`config.mk`:
```
export PLATFORM = sky130hd
export DESIGN_NAME = rpn_stack_controller_flat
export DESIGN_NICKNAME = d
export VERILOG_FILES = /design/src/rtl/rpn_ctrl_pkg.sv /design/src/rtl/rpn_stack_controller_if.sv /design/src/rtl/rpn_stack.sv /design/src/rtl/rpn_stack_controller.sv /design/src/flat_wrapper.sv
export SDC_FILE = /design/constraint.sdc
export NUM_CORES = 1
export LEC_CHECK = 0
export BUFFER_PORTS_ARGS = -buffer_cell sky130_fd_sc_hd__clkbuf_2
export CAP_MARGIN = 20
export CORE_ASPECT_RATIO = 0.6
export CORE_UTILIZATION = 53
export DETAILED_ROUTE_END_ITERATION = 10
export PLACE_DENSITY_LB_ADDON = 0.1
export SLEW_MARGIN = 40
export SYNTH_ARGS = -nofsm -noshare
export SYNTH_HDL_FRONTEND = slang
export SYNTH_HIERARCHICAL = 1
export SYNTH_SLANG_ARGS = --single-unit
```
`constraint.sdc`:
```
create_clock -name clk -period 2.8 [get_ports clk]
set_input_delay 0.42 -clock clk [delete_from_list [all_inputs] [get_ports clk]]
set_output_delay 0.42 -clock clk [all_outputs]
set_load 0.005 [all_outputs]
```
`src/rtl/rpn_ctrl_pkg.sv`:
```
// rpn_ctrl_pkg: shared state encoding and default sizing for the RPN stack controller.
package rpn_ctrl_pkg;

    localparam int DEF_W     = 16;
    localparam int DEF_DEPTH = 4;
    localparam int DEF_OPW   = 2;

    // Encodings double as the externally visible Status code.
    typedef enum logic [2:0] {
        ST_IDLE      = 3'd0,
        ST_LOAD_A    = 3'd1,
        ST_LOAD_B    = 3'd2,
        ST_LOAD_OP   = 3'd3,
        ST_EXEC      = 3'd4,
        ST_WRITEBACK = 3'd5
    } state_t;

endpackage

```
`src/rtl/rpn_stack_controller_if.sv`:
```
// rpn_stack_controller_if: command inputs, ALU handshake and display/status outputs.
interface rpn_stack_controller_if
    import rpn_ctrl_pkg::*;
#(
    parameter int W     = DEF_W,
    parameter int DEPTH = DEF_DEPTH,
    parameter int OPW   = DEF_OPW
);
    logic                   enter_pulse;
    logic                   op_pulse;
    logic                   undo_pulse;
    logic [W-1:0]           data_in;
    logic [OPW-1:0]         op_in;
    logic [W-1:0]           alu_result;
    logic [W-1:0]           alu_data;
    logic                   load_A;
    logic                   load_B;
    logic                   load_Op;
    logic                   updateRes;
    logic [W-1:0]           top;
    logic [$clog2(DEPTH):0] depth;
    logic                   busy;
    logic                   error;
    logic [2:0]             Status;

    // Environment side: edge detectors, ALU system and display.
    modport master (
        output enter_pulse, op_pulse, undo_pulse, data_in, op_in, alu_result,
        input  alu_data, load_A, load_B, load_Op, updateRes, top, depth, busy, error, Status
    );

    // Controller side.
    modport slave (
        input  enter_pulse, op_pulse, undo_pulse, data_in, op_in, alu_result,
        output alu_data, load_A, load_B, load_Op, updateRes, top, depth, busy, error, Status
    );
endinterface

```
`src/rtl/rpn_stack.sv`:
```
// rpn_stack: operand register array with push, pop, overwrite-second and
// two-entry restore operations; exposes depth, top and the two top entries.
module rpn_stack
    import rpn_ctrl_pkg::*;
#(
    parameter int W     = DEF_W,
    parameter int DEPTH = DEF_DEPTH
) (
    input  logic                   clk,
    input  logic                   rst_n,
    input  logic                   push,
    input  logic [W-1:0]           push_data,
    input  logic                   pop,
    input  logic                   wr_second,
    input  logic [W-1:0]           wr_data,
    input  logic                   restore,
    input  logic [W-1:0]           restore_a,
    input  logic [W-1:0]           restore_b,
    output logic [W-1:0]           rd_second,
    output logic [W-1:0]           rd_top,
    output logic [W-1:0]           top,
    output logic [$clog2(DEPTH):0] depth
);
    localparam int AW = $clog2(DEPTH);
    localparam int DW = AW + 1;

    logic [W-1:0]  mem [DEPTH];
    logic [AW-1:0] idx_push;
    logic [AW-1:0] idx_top;
    logic [AW-1:0] idx_second;

    // Indices wrap modulo DEPTH, so a full stack still addresses its top correctly.
    assign idx_push   = depth[AW-1:0];
    assign idx_top    = idx_push - AW'(1);
    assign idx_second = idx_push - AW'(2);

    assign rd_top    = mem[idx_top];
    assign rd_second = mem[idx_second];
    assign top       = (depth == '0) ? '0 : rd_top;

    // Apply the single stack operation requested this cycle.
    always_ff @(posedge clk or negedge rst_n) begin
        if (!rst_n) begin
            for (int i = 0; i < DEPTH; i++) begin
                mem[i] <= '0;
            end
            depth <= '0;
        end else if (push) begin
            mem[idx_push] <= push_data;
            depth         <= depth + DW'(1);
        end else if (pop) begin
            depth <= depth - DW'(1);
        end else if (wr_second) begin
            mem[idx_second] <= wr_data;
            depth           <= depth - DW'(1);
        end else if (restore) begin
            mem[idx_top]  <= restore_a;
            mem[idx_push] <= restore_b;
            depth         <= depth + DW'(1);
        end
    end

endmodule

```
`src/rtl/rpn_stack_controller.sv`:
```
// rpn_stack_controller: sequences the single-register ALU as a stack machine.
// Optional feature macro: UNDO_RESTORE_EN (undo reverses the last operation).
module rpn_stack_controller
    import rpn_ctrl_pkg::*;
#(
    parameter int W     = DEF_W,
    parameter int DEPTH = DEF_DEPTH,
    parameter int OPW   = DEF_OPW
) (
    input logic                  clk,
    input logic                  reset,
    rpn_stack_controller_if.slave bus
);
    localparam int DW = $clog2(DEPTH) + 1;

    state_t         state_q, state_d;
    logic [OPW-1:0] op_q;
    logic           error_q, error_d;
    logic           op_latch, accepted;
    logic           push, pop, wr_second, restore;
    logic [W-1:0]   rd_second, rd_top, top_w, alu_data_w;
    logic [DW-1:0]  depth_w;
    logic           la, lb, lo, ur;
    logic [W-1:0]   shadow_a, shadow_b;
    logic           restore_valid;

    rpn_stack #(.W(W), .DEPTH(DEPTH)) u_stack (
        .clk       (clk),
        .rst_n     (reset),
        .push      (push),
        .push_data (bus.data_in),
        .pop       (pop),
        .wr_second (wr_second),
        .wr_data   (bus.alu_result),
        .restore   (restore),
        .restore_a (shadow_a),
        .restore_b (shadow_b),
        .rd_second (rd_second),
        .rd_top    (rd_top),
        .top       (top_w),
        .depth     (depth_w)
    );

    // Command arbitration (undo > op > enter) and the fixed five-step op sequence.
    always_comb begin
        state_d    = state_q;
        error_d    = error_q;
        op_latch   = 1'b0;
        accepted   = 1'b0;
        push       = 1'b0;
        pop        = 1'b0;
        wr_second  = 1'b0;
        restore    = 1'b0;
        alu_data_w = '0;
        la         = 1'b0;
        lb         = 1'b0;
        lo         = 1'b0;
        ur         = 1'b0;
        case (state_q)
            ST_IDLE: begin
                if (bus.undo_pulse) begin
                    accepted = 1'b1;
                    if (restore_valid) begin
                        restore = 1'b1;
                        error_d = 1'b0;
                    end else if (depth_w != '0) begin
                        pop     = 1'b1;
                        error_d = 1'b0;
                    end else begin
                        error_d = 1'b1;
                    end
                end else if (bus.op_pulse) begin
                    accepted = 1'b1;
                    if (depth_w < DW'(2)) begin
                        error_d = 1'b1;
                    end else begin
                        op_latch = 1'b1;
                        error_d  = 1'b0;
                        state_d  = ST_LOAD_A;
                    end
                end else if (bus.enter_pulse) begin
                    accepted = 1'b1;
                    if (depth_w < DW'(DEPTH)) begin
                        push    = 1'b1;
                        error_d = 1'b0;
                    end else begin
                        error_d = 1'b1;
                    end
                end
            end
            ST_LOAD_A: begin
                alu_data_w = rd_second;
                la         = 1'b1;
                state_d    = ST_LOAD_B;
            end
            ST_LOAD_B: begin
                alu_data_w = rd_top;
                lb         = 1'b1;
                state_d    = ST_LOAD_OP;
            end
            ST_LOAD_OP: begin
                alu_data_w = W'(op_q);
                lo         = 1'b1;
                state_d    = ST_EXEC;
            end
            ST_EXEC: begin
                ur      = 1'b1;
                state_d = ST_WRITEBACK;
            end
            ST_WRITEBACK: begin
                wr_second = 1'b1;
                state_d   = ST_IDLE;
            end
            default: state_d = ST_IDLE;
        endcase
    end

    // State, latched opcode and error flag.
    always_ff @(posedge clk or negedge reset) begin
        if (!reset) begin
            state_q <= ST_IDLE;
            op_q    <= '0;
            error_q <= 1'b0;
        end else begin
            state_q <= state_d;
            error_q <= error_d;
            if (op_latch) op_q <= bus.op_in;
        end
    end

`ifdef UNDO_RESTORE_EN
    // Keep the consumed operands so the next undo can put them back.
    always_ff @(posedge clk or negedge reset) begin
        if (!reset) begin
            shadow_a      <= '0;
            shadow_b      <= '0;
            restore_valid <= 1'b0;
        end else if (state_q == ST_WRITEBACK) begin
            shadow_a      <= rd_second;
            shadow_b      <= rd_top;
            restore_valid <= 1'b1;
        end else if (accepted) begin
            restore_valid <= 1'b0;
        end
    end
`else
    assign shadow_a      = '0;
    assign shadow_b      = '0;
    assign restore_valid = 1'b0;
`endif

    assign bus.alu_data  = alu_data_w;
    assign bus.load_A    = la;
    assign bus.load_B    = lb;
    assign bus.load_Op   = lo;
    assign bus.updateRes = ur;
    assign bus.top       = top_w;
    assign bus.depth     = depth_w;
    assign bus.busy      = (state_q != ST_IDLE);
    assign bus.error     = error_q;
    assign bus.Status    = state_q;

endmodule
```
`src/flat_wrapper.sv`:
```
// flat-port wrapper written by rule: the top's interface ports become plain ports
module rpn_stack_controller_flat import rpn_ctrl_pkg::*;
#(
    parameter int W     = DEF_W,
    parameter int DEPTH = DEF_DEPTH,
    parameter int OPW   = DEF_OPW
)
  (clk, reset, bus_enter_pulse, bus_op_pulse, bus_undo_pulse, bus_data_in, bus_op_in, bus_alu_result, bus_alu_data, bus_load_A, bus_load_B, bus_load_Op, bus_updateRes, bus_top, bus_depth, bus_busy, bus_error, bus_Status);
  rpn_stack_controller_if #(.W(W), .DEPTH(DEPTH), .OPW(OPW)) bus_i ();
  input logic clk;
  input logic reset;
  input wire logic [$bits(bus_i.enter_pulse)-1:0] bus_enter_pulse;
  input wire logic [$bits(bus_i.op_pulse)-1:0] bus_op_pulse;
  input wire logic [$bits(bus_i.undo_pulse)-1:0] bus_undo_pulse;
  input wire logic [$bits(bus_i.data_in)-1:0] bus_data_in;
  input wire logic [$bits(bus_i.op_in)-1:0] bus_op_in;
  input wire logic [$bits(bus_i.alu_result)-1:0] bus_alu_result;
  output wire logic [$bits(bus_i.alu_data)-1:0] bus_alu_data;
  output wire logic [$bits(bus_i.load_A)-1:0] bus_load_A;
  output wire logic [$bits(bus_i.load_B)-1:0] bus_load_B;
  output wire logic [$bits(bus_i.load_Op)-1:0] bus_load_Op;
  output wire logic [$bits(bus_i.updateRes)-1:0] bus_updateRes;
  output wire logic [$bits(bus_i.top)-1:0] bus_top;
  output wire logic [$bits(bus_i.depth)-1:0] bus_depth;
  output wire logic [$bits(bus_i.busy)-1:0] bus_busy;
  output wire logic [$bits(bus_i.error)-1:0] bus_error;
  output wire logic [$bits(bus_i.Status)-1:0] bus_Status;
  assign bus_i.enter_pulse = bus_enter_pulse;
  assign bus_i.op_pulse = bus_op_pulse;
  assign bus_i.undo_pulse = bus_undo_pulse;
  assign bus_i.data_in = bus_data_in;
  assign bus_i.op_in = bus_op_in;
  assign bus_i.alu_result = bus_alu_result;
  assign bus_alu_data = bus_i.alu_data;
  assign bus_load_A = bus_i.load_A;
  assign bus_load_B = bus_i.load_B;
  assign bus_load_Op = bus_i.load_Op;
  assign bus_updateRes = bus_i.updateRes;
  assign bus_top = bus_i.top;
  assign bus_depth = bus_i.depth;
  assign bus_busy = bus_i.busy;
  assign bus_error = bus_i.error;
  assign bus_Status = bus_i.Status;
  rpn_stack_controller #(.W(W), .DEPTH(DEPTH), .OPW(OPW)) u_core (.clk(clk), .reset(reset), .bus(bus_i));
endmodule
```
==> Flow_metrics.wiki, run 1 <==
{| class="wikitable"
! Metric !! Value
|-
| Result of the run || finished clean
|-
| Maximum number of pins on one net before global-route repair || 74
|-
| Setup repair bufs after CTS || 0
|-
| Clock period minus final worst setup slack || 2.66 ns
|-
| Area share of the largest cell type after synthesis || 30.5%
|-
| Worst path arrival time || approximately 2.2 ns
|-
| Master of the slowest instance on the critical path || mux4_2
|-
| Path type of the worst setup path || flop to primary output
|-
| Clock network latency to the later pin of the worst-skew pair || 0.34 ns
|-
| DR vias || around 6200
|-
| Unique cell type count in the Yosys netlist || 45
|-
| Largest family of logic cells by synthesized area || compound AO/OA/AOI/OAI gates
|-
| Worst EP required || ~2.4 ns
|-
| Setup Skew || a little over 0.006 ns
|-
| Share of flip-flops with an asynchronous set or reset || 100%
|-
| Leak pwr || ~3.4 nW
|-
| Average cell area after synthesis || between 9 and 10 sq um
|-
| Area of the core || 10800 sq um
|-
| Hpwl dp || approximately 15000 um
|-
| Maximum fanout count along the critical path || 38
|-
| Global route total overflow || 0
|-
| Final Hold Fails || 0
|-
| Type of origin of the critical path || flop
|-
| Die W || between 100 and 150 um
|-
| Post-synthesis xor/xnor area fraction || 0.146%
|-
| Crit-path cells || buf_12 -> mux4_2 -> mux2_2 -> a22oi_1 -> nor2_1 -> clkbuf_2
|-
| Most used DFF post-synth || dfrtp_1
|-
| I/O pin cnt || between 80 and 90
|-
| Antenna violations before repair || 1
|-
| Highest cell delay on the worst timing path || ~0.60 ns
|-
| Total routed wirelength || just over 20000 um
|-
| Htree depth || 3
|-
| Mean routed wirelength per cell || 20.9 um
|-
| Post-detailed-route via-to-cell ratio || 6.21
|-
| Number of CTS-inserted buffers || 9
|-
| Share of final-layout standard cells stronger than drive strength 1 || 24.9%
|-
| Number of flops mapped to enable cells by yosys || 0
|-
| Mapped Area || ~6000 sq um
|-
| Hold WC Path Type || input pin to asynchronous set/reset pin
|-
| Wire length of the first global-routing pass || around 33000 um
|-
| Complex-gate fraction of the synthesized area || between 20% and 30%
|-
| Final-report max-slew violation count || 0
|-
| Number of max-cap violations || 0
|-
| Effective utilization at floorplan || between 50% and 60%
|-
| Clock transition at the register clock pins on the worst setup and hold paths after CTS || around 0.06 ns
|-
| Maximum vdd drop || between 0.6 and 0.7 mV
|-
| Worst hold-check slack || roughly 0.10 ns
|-
| Share of the clock period used by the worst path after layout || 94.8%
|-
| Slew at the pin closest to its max-slew limit || just under 0.8 ns
|-
| Net count, final || about 900
|-
| Reg2reg path depth || 8
|-
| Number of iterations in the first detailed-routing pass || 5
|-
| Buffer depth of the longest clock path || 2
|-
| Gpl congestion || slightly above 0.9
|-
| Most numerous cell in the Yosys netlist || nand2_1
|-
| Count of yosys warnings during synthesis || 6
|-
| Row Count || 29
|-
| Total GRT Usage || a little under two fifths
|-
| TritonCTS clock tree || yes
|-
| Syn-to-layout area delta || 24.3%
|-
| Remaining antenna violation count || 0
|-
| Proportion of synthesized chip area in sequential cells || a little under a third
|-
| Number of hold buffers added after cts || 0
|-
| Die span in y || roughly 84 um
|-
| Synthesis-stage register bit count || between 70 and 80
|-
| Sum Neg Setup Slack || 0 ns
|-
| Fraction of synthesized area in multiplexers || roughly 16%
|-
| Worst relative slew slack || between 40% and 50%
|-
| Post-CTS resize count || 0
|-
| Power density over the cells || approximately 1200 nW/um^2
|-
| Cell type with the largest total area after synthesis || dfrtp_1
|-
| Final setup fails || 0
|-
| Top post-synthesis cells by area || dfrtp_1 30%, mux4_2 12%, a22o_1 6.9%, o21ai_0 5.3%, nand2_1 5.2%
|-
| Max Clock Freq || between 0.3 and 0.4 GHz
|-
| Kind of end point of the critical path || primary output
|-
| Detailed router's first-iteration violation count || roughly 670
|-
| Number of global-route vias before repair || 5696
|-
| Setup repair after global routing missed its margin || false
|-
| Number of sinks on the clock net || 73
|-
| Post-synthesis adder-cell area fraction || 1.88%
|-
| Count of buffers inserted at the top-level ports || 82
|-
| Synthesized-area fraction occupied by and/or/nand/nor cells || between 10% and 20%
|-
| CTS Root Cell || clkbuf_16
|-
| Number of instances in the synthesized netlist || about 660
|-
| Count of unresolved DRC violations after routing || 0
|-
| Synth cell count leaders || 83 x nand2_1, 73 x dfrtp_1, 64 x o21ai_0
|-
| Die Footprint || between 10000 and 15000 sq um
|}
==> per-layer routing <==
| metal | GRT usage, % | up-vias | part of all wire [%] |
|---|---|---|---|
| met5 | 0 | - | 0 |
| met4 | 7.37 | 0 | 1.4 |
| met3 | 15.6 | 36 | 15 |
| met2 | 48.3 | 392 | 39 |
| met1 | 55.7 | 2977 | 45 |
| li1 | - | 2757 | - |
==> worst max-delay path, delay by kind of cell (launching register included) <==
kind | cells | cell delay, ns
compound gates | 1 | 0.19
buf+inv | 2 | 0.39
flops | 1 | 0.38
mux | 2 | 0.88
simple gates | 1 | 0.06
==> state kept, by name, indices dropped and copies added (netlist names) <==
| register | count |
|---|---|
| u_core/bus.Status | 3 |
| u_core/u_stack/depth | 3 |
| u_core/u_stack/mem | 64 |
| u_core/op_q | 2 |
| u_core/bus.error | 1 |
==> area by class of cell <==
class                   instances  area [sq um]
diodes                          2          5.00
clock buffers                   9           225
clock inverters                 7          77.6
fillers                       882          3320
inverters                       4          15.0
multi-input cells             636          4330
flip-flops and latches         73          1830
well taps                     139           174
repair buffers                123           806
==> kinds of logic (layout without fill, tap and decap cells) <==
family                   count (synthesis)  after routing
XOR/XNOR                                 1              1
other                                    1            132
multiplexers                            52             52
buffers and inverters                   77            143
AO/OA/AOI/OAI                          244            244
AND/OR/NAND/NOR                        200            200
flip-flops                              73             73
adder cells (fa/ha/maj)                  9              9
==> final timing paths <==
path                                    startpoint                       to  slack, ns
max                        u_core/u_stack/depth[0]          bus_alu_data[0]       0.14
min                                          reset   u_core/u_stack/mem[15]       0.10
max reg2reg                   u_core/bus.Status[2]   u_core/u_stack/mem[27]       0.28
min reg2reg                         u_core/op_q[0]           u_core/op_q[0]       0.49
max in group asynchronous                    reset  u_core/u_stack/depth[0]       2.35
min in group clk                      bus_op_in[0]           u_core/op_q[0]       0.30
==> layout by cell type (no fill, tap or decap), types with 2 or more instances in the layout <==
cell type / synthesis / routed
a21oi_1: 33 / 33
a221oi_1: 32 / 32
a22o_1: 47 / 47
a22oi_1: 34 / 34
and2_1: 3 / 3
and3b_1: 2 / 2
buf_12: 0 / 7
buf_4: 3 / 34
clkbuf_16: 0 / 9
clkbuf_2: 3 / 81
conb_1: 1 / 130
dfrtp_1: 73 / 72
diode_2: 0 / 2
ha_1: 9 / 9
inv_1: 4 / 4
inv_6: 0 / 3
mux2_1: 2 / 2
mux2_2: 8 / 8
mux2_4: 10 / 10
mux4_2: 32 / 32
nand2_1: 83 / 83
nand2b_1: 17 / 17
nand3_1: 17 / 17
nor2_1: 37 / 36
nor2b_1: 21 / 21
nor3_1: 2 / 2
nor3b_1: 6 / 4
nor3b_2: 0 / 2
o21ai_0: 64 / 64
o21ai_1: 3 / 3
o21ba_2: 4 / 4
o221ai_1: 19 / 16
o221ai_2: 0 / 3
o31ai_1: 3 / 3
or2_2: 3 / 3
or3_1: 2 / 2
or3b_2: 3 / 3
==> power breakdown <==
part | switching, W | internal (W) | total, W
Sequential | 0.000368 | 0.00148 | 0.00185
Clock | 0.000499 | 0.000700 | 0.00120
Combinational | 0.00313 | 0.00258 | 0.00571
Total | 0.00400 | 0.00476 | 0.00875
==> stage by stage <==
step / power (W) / worst slack, ns / instances / area (sq um) / utilization, %
after floorplan: 0.00545 / 0.0173 / 786 / 6490 / -
after global routing: 0.00925 / 0.0564 / 991 / 7450 / 69.2
after global placement: 0.00716 / 0.447 / 975 / 7150 / 66.3
after CTS: 0.00855 / 0.134 / 991 / 7450 / 69.2
final: 0.00875 / 0.145 / 993 / 7460 / 69.2
after detailed placement: 0.00735 / 0.378 / 975 / 7150 / 66.4
Power figures use the tool's default switching activity.
==> run 2, diff against run 1 <==
--- a/config.mk
+++ b/config.mk
@@ -7,7 +7,7 @@
 export LEC_CHECK = 0
 export BUFFER_PORTS_ARGS = -buffer_cell sky130_fd_sc_hd__clkbuf_2
 export CAP_MARGIN = 20
-export CORE_ASPECT_RATIO = 0.6
+export CORE_ASPECT_RATIO = 2
 export CORE_UTILIZATION = 53
 export DETAILED_ROUTE_END_ITERATION = 10
 export PLACE_DENSITY_LB_ADDON = 0.1
==> Flow_metrics.wiki, run 2 (synthesized netlist as in run 1, its figures left out) <==
{| class="wikitable"
! Metric !! Value
|-
| Result of the run || finished clean
|-
| Row Count || 54
|-
| Area of the core || roughly 11000 sq um
|-
| Path type of the worst setup path || flop to primary output
|-
| Count of unresolved DRC violations after routing || 0
|-
| Htree depth || 3
|-
| WL met3 || 991 um
|-
| Met1 wire length || between 7000 and 8000 um
|-
| Hpwl dp || approximately 16000 um
|-
| DR top layer || met4
|-
| Syn-to-layout area delta || 23.4%
|-
| Reg2Reg Setup Slack || around 0.19 ns
|-
| Number of cells on the worst hold path || 2
|-
| Startpoint of the most critical hold path || bus_op_in[0]
|-
| Worst relative slew slack || around 44%
|-
| Number of sinks on the clock net || 73
|-
| Final-report max-slew violation count || 0
|-
| Slew at the pin closest to its max-slew limit || between 0.8 and 0.9 ns
|-
| Worst hold-check slack || slightly above 0.3 ns
|-
| Dpl cells || 968
|-
| Share of the clock period used by the worst path after layout || a little over nine tenths
|-
| Die Footprint || ~12000 sq um
|-
| Share of final-layout standard cells stronger than drive strength 1 || between 20% and 30%
|-
| Top register by number of flip-flops || u_core/u_stack/mem
|-
| Hold WC Path Type || input pin to flop
|-
| Sum Neg Setup Slack || 0 ns
|-
| Maximum vdd drop || 0.867 mV
|-
| Final Hold Fails || 0
|-
| Die span in y || approximately 150 um
|-
| Power density over the cells || between 1000 and 1500 nW/um^2
|-
| Max Clock Freq || 0.368 GHz
|-
| Final setup fails || 0
|-
| I/O pin cnt || 83
|-
| Post-detailed-route via-to-cell ratio || 6.16
|-
| Gpl congestion || approximately 0.95
|-
| DR vias || 6077
|-
| TritonCTS clock tree || yes
|-
| Reg2reg path depth || 5
|-
| Global route total overflow || 0
|-
| Flip-flop count of the largest register, all copies and words added || 64
|-
| Leak pwr || 3.37 nW
|-
| Detailed router's first-iteration violation count || about 540
|-
| Total routed wirelength || about 22000 um
|-
| Worst path arrival time || 2.30 ns
|-
| Most common cell after layout, fill and taps aside || conb_1
|-
| Setup Skew || 0.00799 ns
|-
| Launching instance or port of the critical path || u_core/u_stack/depth[0]
|-
| Die W || roughly 77 um
|-
| Clock network latency to the later pin of the worst-skew pair || between 0.3 and 0.4 ns
|-
| Most frequent cells in the layout || 130 x conb_1, 83 x nand2_1, 81 x clkbuf_2
|-
| Type of origin of the critical path || flop
|-
| Antenna violations before repair || 0
|-
| Effective utilization at floorplan || between 50% and 60%
|-
| Count of buffers inserted at the top-level ports || 82
|-
| Worst EP required || ~2.4 ns
|-
| Worst flop-to-flop path startpoint || u_core/bus.Status[1]
|-
| Non-filler cells in the finished layout || around 1000
|-
| Maximum number of pins on one net before global-route repair || 67
|-
| Number of global-route vias before repair || roughly 6000
|-
| Wire length of the first global-routing pass || roughly 33000 um
|-
| Clock transition at the register clock pins on the worst setup and hold paths after CTS || about 0.060 ns
|-
| Maximum fanout count along the critical path || 18
|-
| Net count, final || between 800 and 900
|-
| Clock period minus final worst setup slack || around 2.7 ns
|-
| Number of iterations in the first detailed-routing pass || 5
|-
| Total length of routed met2 wires || approximately 11000 um
|-
| Setup repair after global routing missed its margin || false
|-
| Number of max-cap violations || 0
|-
| Buffer depth of the longest clock path || 2
|-
| Number of CTS-inserted buffers || 9
|-
| Kind of end point of the critical path || primary output
|-
| Mean routed wirelength per cell || between 20 and 25 um
|-
| Setup repair bufs after CTS || 0
|-
| Total GRT Usage || about two fifths
|-
| Remaining antenna violation count || 0
|-
| CTS Root Cell || clkbuf_16
|}
run 2: layout make-up:
type | count | area (sq um)
Antenna cell | 1 | 2.50
Clock buffer | 10 | 229
Tap cell | 140 | 175
Clock inverter | 6 | 67.6
Inverter | 4 | 15.0
Fill cell | 956 | 3540
Multi-Input combinational cell | 636 | 4340
Sequential cell | 73 | 1830
Timing Repair Buffer | 116 | 743
run 2: routing by layer:
metal | vias to the layer above | GRT usage (%)
li1 | 2740 | -
met1 | 2924 | 39.4
met2 | 307 | 68.3
met3 | 106 | 4.55
met4 | 0 | 35.9
met5 | - | 0
run 2: report_power, final:
group / internal [W] / total (W) / switching (W)
Combinational: 0.00248 / 0.00565 / 0.00317
Sequential: 0.00148 / 0.00183 / 0.000353
Clock: 0.000693 / 0.00115 / 0.000461
Total: 0.00465 / 0.00864 / 0.00399
run 2: per-stage QoR:
stage | power [W] | setup WS [ns] | cell area (sq um) | utilization, %
final | 0.00864 | 0.0825 | 7400 | 67.6
after detailed placement | 0.00732 | 0.279 | 7090 | 64.7
after global placement | 0.00716 | 0.296 | 7070 | 64.6
after CTS | 0.00849 | 0.104 | 7390 | 67.5
after floorplan | 0.00545 | 0.0173 | 6490 | -
after global routing | 0.00912 | 0.00235 | 7400 | 67.6
run 2: critical path, cell delays in order, from the launching register on:
cell and delay (ns):
dfrtp_2 0.44, inv_1 0.14, ha_1 0.30, buf_4 0.30, mux4_2 0.40, a22o_1 0.24
clkbuf_2 0.12
run 2: path summary, 6_finish.rpt:
| kind | end |
|---|---|
| min in group asynchronous | u_core/u_stack/depth[2] |
| worst max-delay path | bus_alu_data[6] |
| worst max register to register | u_core/u_stack/mem[37] |
| max in group asynchronous | u_core/u_stack/mem[18] |
| worst min register to register | u_core/op_q[0] |
| worst min-delay path | u_core/op_q[0] |
run 2: timing repair:
| action | in CTS | in global routing |
|---|---|---|
| hold buffers | 1 | 0 |
| hold endpoints to repair | 12 | 0 |
| gates resized for setup | 0 | 1 |
| endpoints found under the setup margin | 0 | 1 |
==> run 3, diff against run 2 <==
--- a/config.mk
+++ b/config.mk
@@ -7,7 +7,6 @@
 export LEC_CHECK = 0
 export BUFFER_PORTS_ARGS = -buffer_cell sky130_fd_sc_hd__clkbuf_2
 export CAP_MARGIN = 20
-export CORE_ASPECT_RATIO = 2
 export CORE_UTILIZATION = 53
 export DETAILED_ROUTE_END_ITERATION = 10
 export PLACE_DENSITY_LB_ADDON = 0.1
==> Flow_metrics.wiki, run 3 (synthesized netlist as in run 1, its figures left out) <==
{| class="wikitable"
! Metric !! Value
|-
| Hold WC Path Type || input pin to flop
|-
| Share of final-layout standard cells stronger than drive strength 1 || 24.0%
|-
| Maximum number of pins on one net before global-route repair || 70
|-
| Most frequent cells in the layout || 130 x conb_1, 83 x nand2_1, 81 x clkbuf_2
|-
| Syn-to-layout area delta || 22.1%
|-
| Maximum fanout count along the critical path || 66
|-
| Count of unresolved DRC violations after routing || 0
|-
| Number of sinks on the clock net || 73
|-
| Global route total overflow || 0
|-
| Antenna violations before repair || 0
|-
| Area occupied by registers || approximately 1800 sq um
|-
| Launching instance or port of the critical path || u_core/bus.Status[2]
|-
| Clock network latency to the later pin of the worst-skew pair || approximately 0.33 ns
|-
| Mean routed wirelength per cell || about 19 um
|-
| Total routed wirelength || roughly 18000 um
|-
| Effective utilization at floorplan || between 50% and 60%
|-
| Dpl cells || between 900 and 1000
|-
| Slew at the pin closest to its max-slew limit || slightly above 0.8 ns
|-
| Depth of the critical timing path with buffers and inverters included || 7
|-
| Worst path arrival time || between 2 and 3 ns
|-
| Result of the run || finished clean
|-
| Startpoint of the most critical hold path || bus_op_in[1]
|-
| Final worst-path setup slack || between 0.1 and 0.15 ns
|-
| Pre-CTS setup slack || approximately 0.26 ns
|-
| Net count, final || around 890
|-
| Setup Skew || about 0.008 ns
|-
| Clock transition at the register clock pins on the worst setup and hold paths after CTS || approximately 0.050 ns
|-
| Total GRT Usage || 32.4%
|-
| Final setup fails || 0
|-
| Max Clock Freq || 0.372 GHz
|-
| Buffer depth of the longest clock path || 2
|-
| Final Hold Fails || 0
|-
| Number of global-route vias before repair || roughly 5200
|-
| Kind of end point of the critical path || flop
|-
| Sum Neg Setup Slack || 0 ns
|-
| TritonCTS clock tree || yes
|-
| Hpwl dp || ~13000 um
|-
| Remaining antenna violation count || 0
|-
| Type of origin of the critical path || flop
|-
| Share of the clock period used by the worst path after layout || between 90% and 100%
|-
| Number of iterations in the first detailed-routing pass || 5
|-
| Count of buffers inserted at the top-level ports || 82
|-
| Filler instances || between 900 and 1000
|-
| Top register by number of flip-flops || u_core/u_stack/mem
|-
| Master of the slowest instance on the critical path || a221oi_1
|-
| Clock period minus final worst setup slack || around 2.7 ns
|-
| Gpl congestion || approximately 0.92
|-
| Leak pwr || approximately 3.3 nW
|-
| Die Footprint || between 10000 and 15000 sq um
|-
| Htree depth || 3
|-
| Path type of the worst setup path || flop to flop
|-
| Setup repair after global routing missed its margin || false
|-
| Die span in y || about 110 um
|-
| Number of max-cap violations || 0
|-
| Crit-path cells || or3_1 -> nor4_2 -> buf_12 -> nand2b_1 -> nor2_1 -> a221oi_1 -> o21ai_0
|-
| Final-report max-slew violation count || 0
|-
| Post-detailed-route via-to-cell ratio || ~6.0
|-
| Wire length of the first global-routing pass || ~29000 um
|-
| Worst flop-to-flop path endpoint || u_core/u_stack/mem[3]
|-
| Reg2reg path depth || 7
|-
| Worst relative slew slack || between 40% and 50%
|-
| Flip-flop count of the largest register, all copies and words added || 64
|-
| Area of all placed cells without fillers || around 7300 sq um
|-
| Power density over the cells || approximately 1100 nW/um^2
|-
| Cell class contributing the biggest share of worst-path delay || simple AND/OR/NAND/NOR gates
|-
| Detailed router's first-iteration violation count || 563
|-
| Area after DPL || about 7000 sq um
|-
| Reg2Reg Setup Slack || 0.11 ns
|-
| Destination of the critical timing path || u_core/u_stack/mem[3]
|-
| DR vias || just under 6000
|-
| Die W || 108 um
|-
| Highest cell delay on the worst timing path || 0.54 ns
|-
| Worst EP required || 2.98 ns
|-
| Most common cell after layout, fill and taps aside || conb_1
|-
| Footprint of the multi-input gates || between 4000 and 5000 sq um
|-
| Maximum vdd drop || ~0.70 mV
|-
| Number of CTS-inserted buffers || 9
|-
| I/O pin cnt || 83
|-
| Total buffers and inverters traversed by the critical path || 1
|-
| Diode count || 0
|-
| Area of the core || about 11000 sq um
|-
| Worst flop-to-flop path startpoint || u_core/bus.Status[2]
|-
| CTS Root Cell || clkbuf_16
|-
| Non-filler cells in the finished layout || between 900 and 1000
|-
| Row Count || 38
|}
==> run 3: cell types whose count changed in the layout (fill, tap and decap cells not counted) <==
cell	previous run	this run
buf_12	6	4
bufinv_16	1	0
clkbuf_8	0	2
clkinv_4	1	0
clkinvlp_4	2	0
diode_2	1	0
inv_6	1	0
==> run 3: repair_timing <==
item | in CTS | in global routing
hold buffers | 1 | 0
resized for setup | 0 | 1
setup buffers | 0 | 3
setup endpoints to repair | 0 | 7
hold endpoints to repair | 4 | 0
==> run 3: worst min path at each step <==
| stage | end | cells after the start |
|---|---|---|
| after global placement | u_core/op_q[0] | 1 |
| final | u_core/op_q[1] | 2 |
| after floorplan | u_core/bus.Status[0] | 0 |
| after detailed placement | u_core/op_q[0] | 1 |
| after CTS | u_core/op_q[1] | 2 |
| after global routing | u_core/op_q[1] | 2 |
==> run 3: power by group <==
part,total [W],leakage [nW],internal (W),switching [W]
Clock,0.00102,0.130,0.000631,0.000389
Combinational,0.00535,2.25,0.00243,0.00291
Sequential,0.00181,0.954,0.00148,0.000331
Total,0.00818,3.34,0.00455,0.00363
==> run 3: layer usage <==
layer	global-route usage, %	part of all wire [%]	vias to the layer above	wire length [um]
li1	-	-	2726	-
met5	0	0	-	0
met4	6.18	1.1	0	203
met3	7.29	10	27	1860
met2	46.5	42	308	7600
met1	50.1	47	2782	8490
==> run 3: stage by stage <==
step                utilization (%)  hold WS (ns)  total power [W]
finish                         67.0         0.321          0.00818
global route                   67.0         0.326          0.00874
CTS                            66.7         0.319          0.00804
detailed placement             64.2         0.250          0.00701
global placement               64.1         0.249          0.00681
floorplan                         -         0.124          0.00545
==> run 3: cell type report <==
type | count | share of cell area, %
Clock buffer | 12 | 3.50
Clock inverter | 1 | 0.0683
Inverter | 4 | 0.205
Multi-Input combinational cell | 636 | 59.3
Sequential cell | 73 | 25.0
Tap cell | 140 | 2.39
Timing Repair Buffer | 114 | 9.60
==> run 3: worst reg2reg max path, delay by kind of cell, from the launching register on <==
| kind | cells | cell delay [ns] |
|---|---|---|
| AND/OR/NAND/NOR | 4 | 1.16 |
| AO/OA/AOI/OAI | 2 | 0.71 |
| flip-flops | 1 | 0.36 |
| buffers and inverters | 1 | 0.31 |
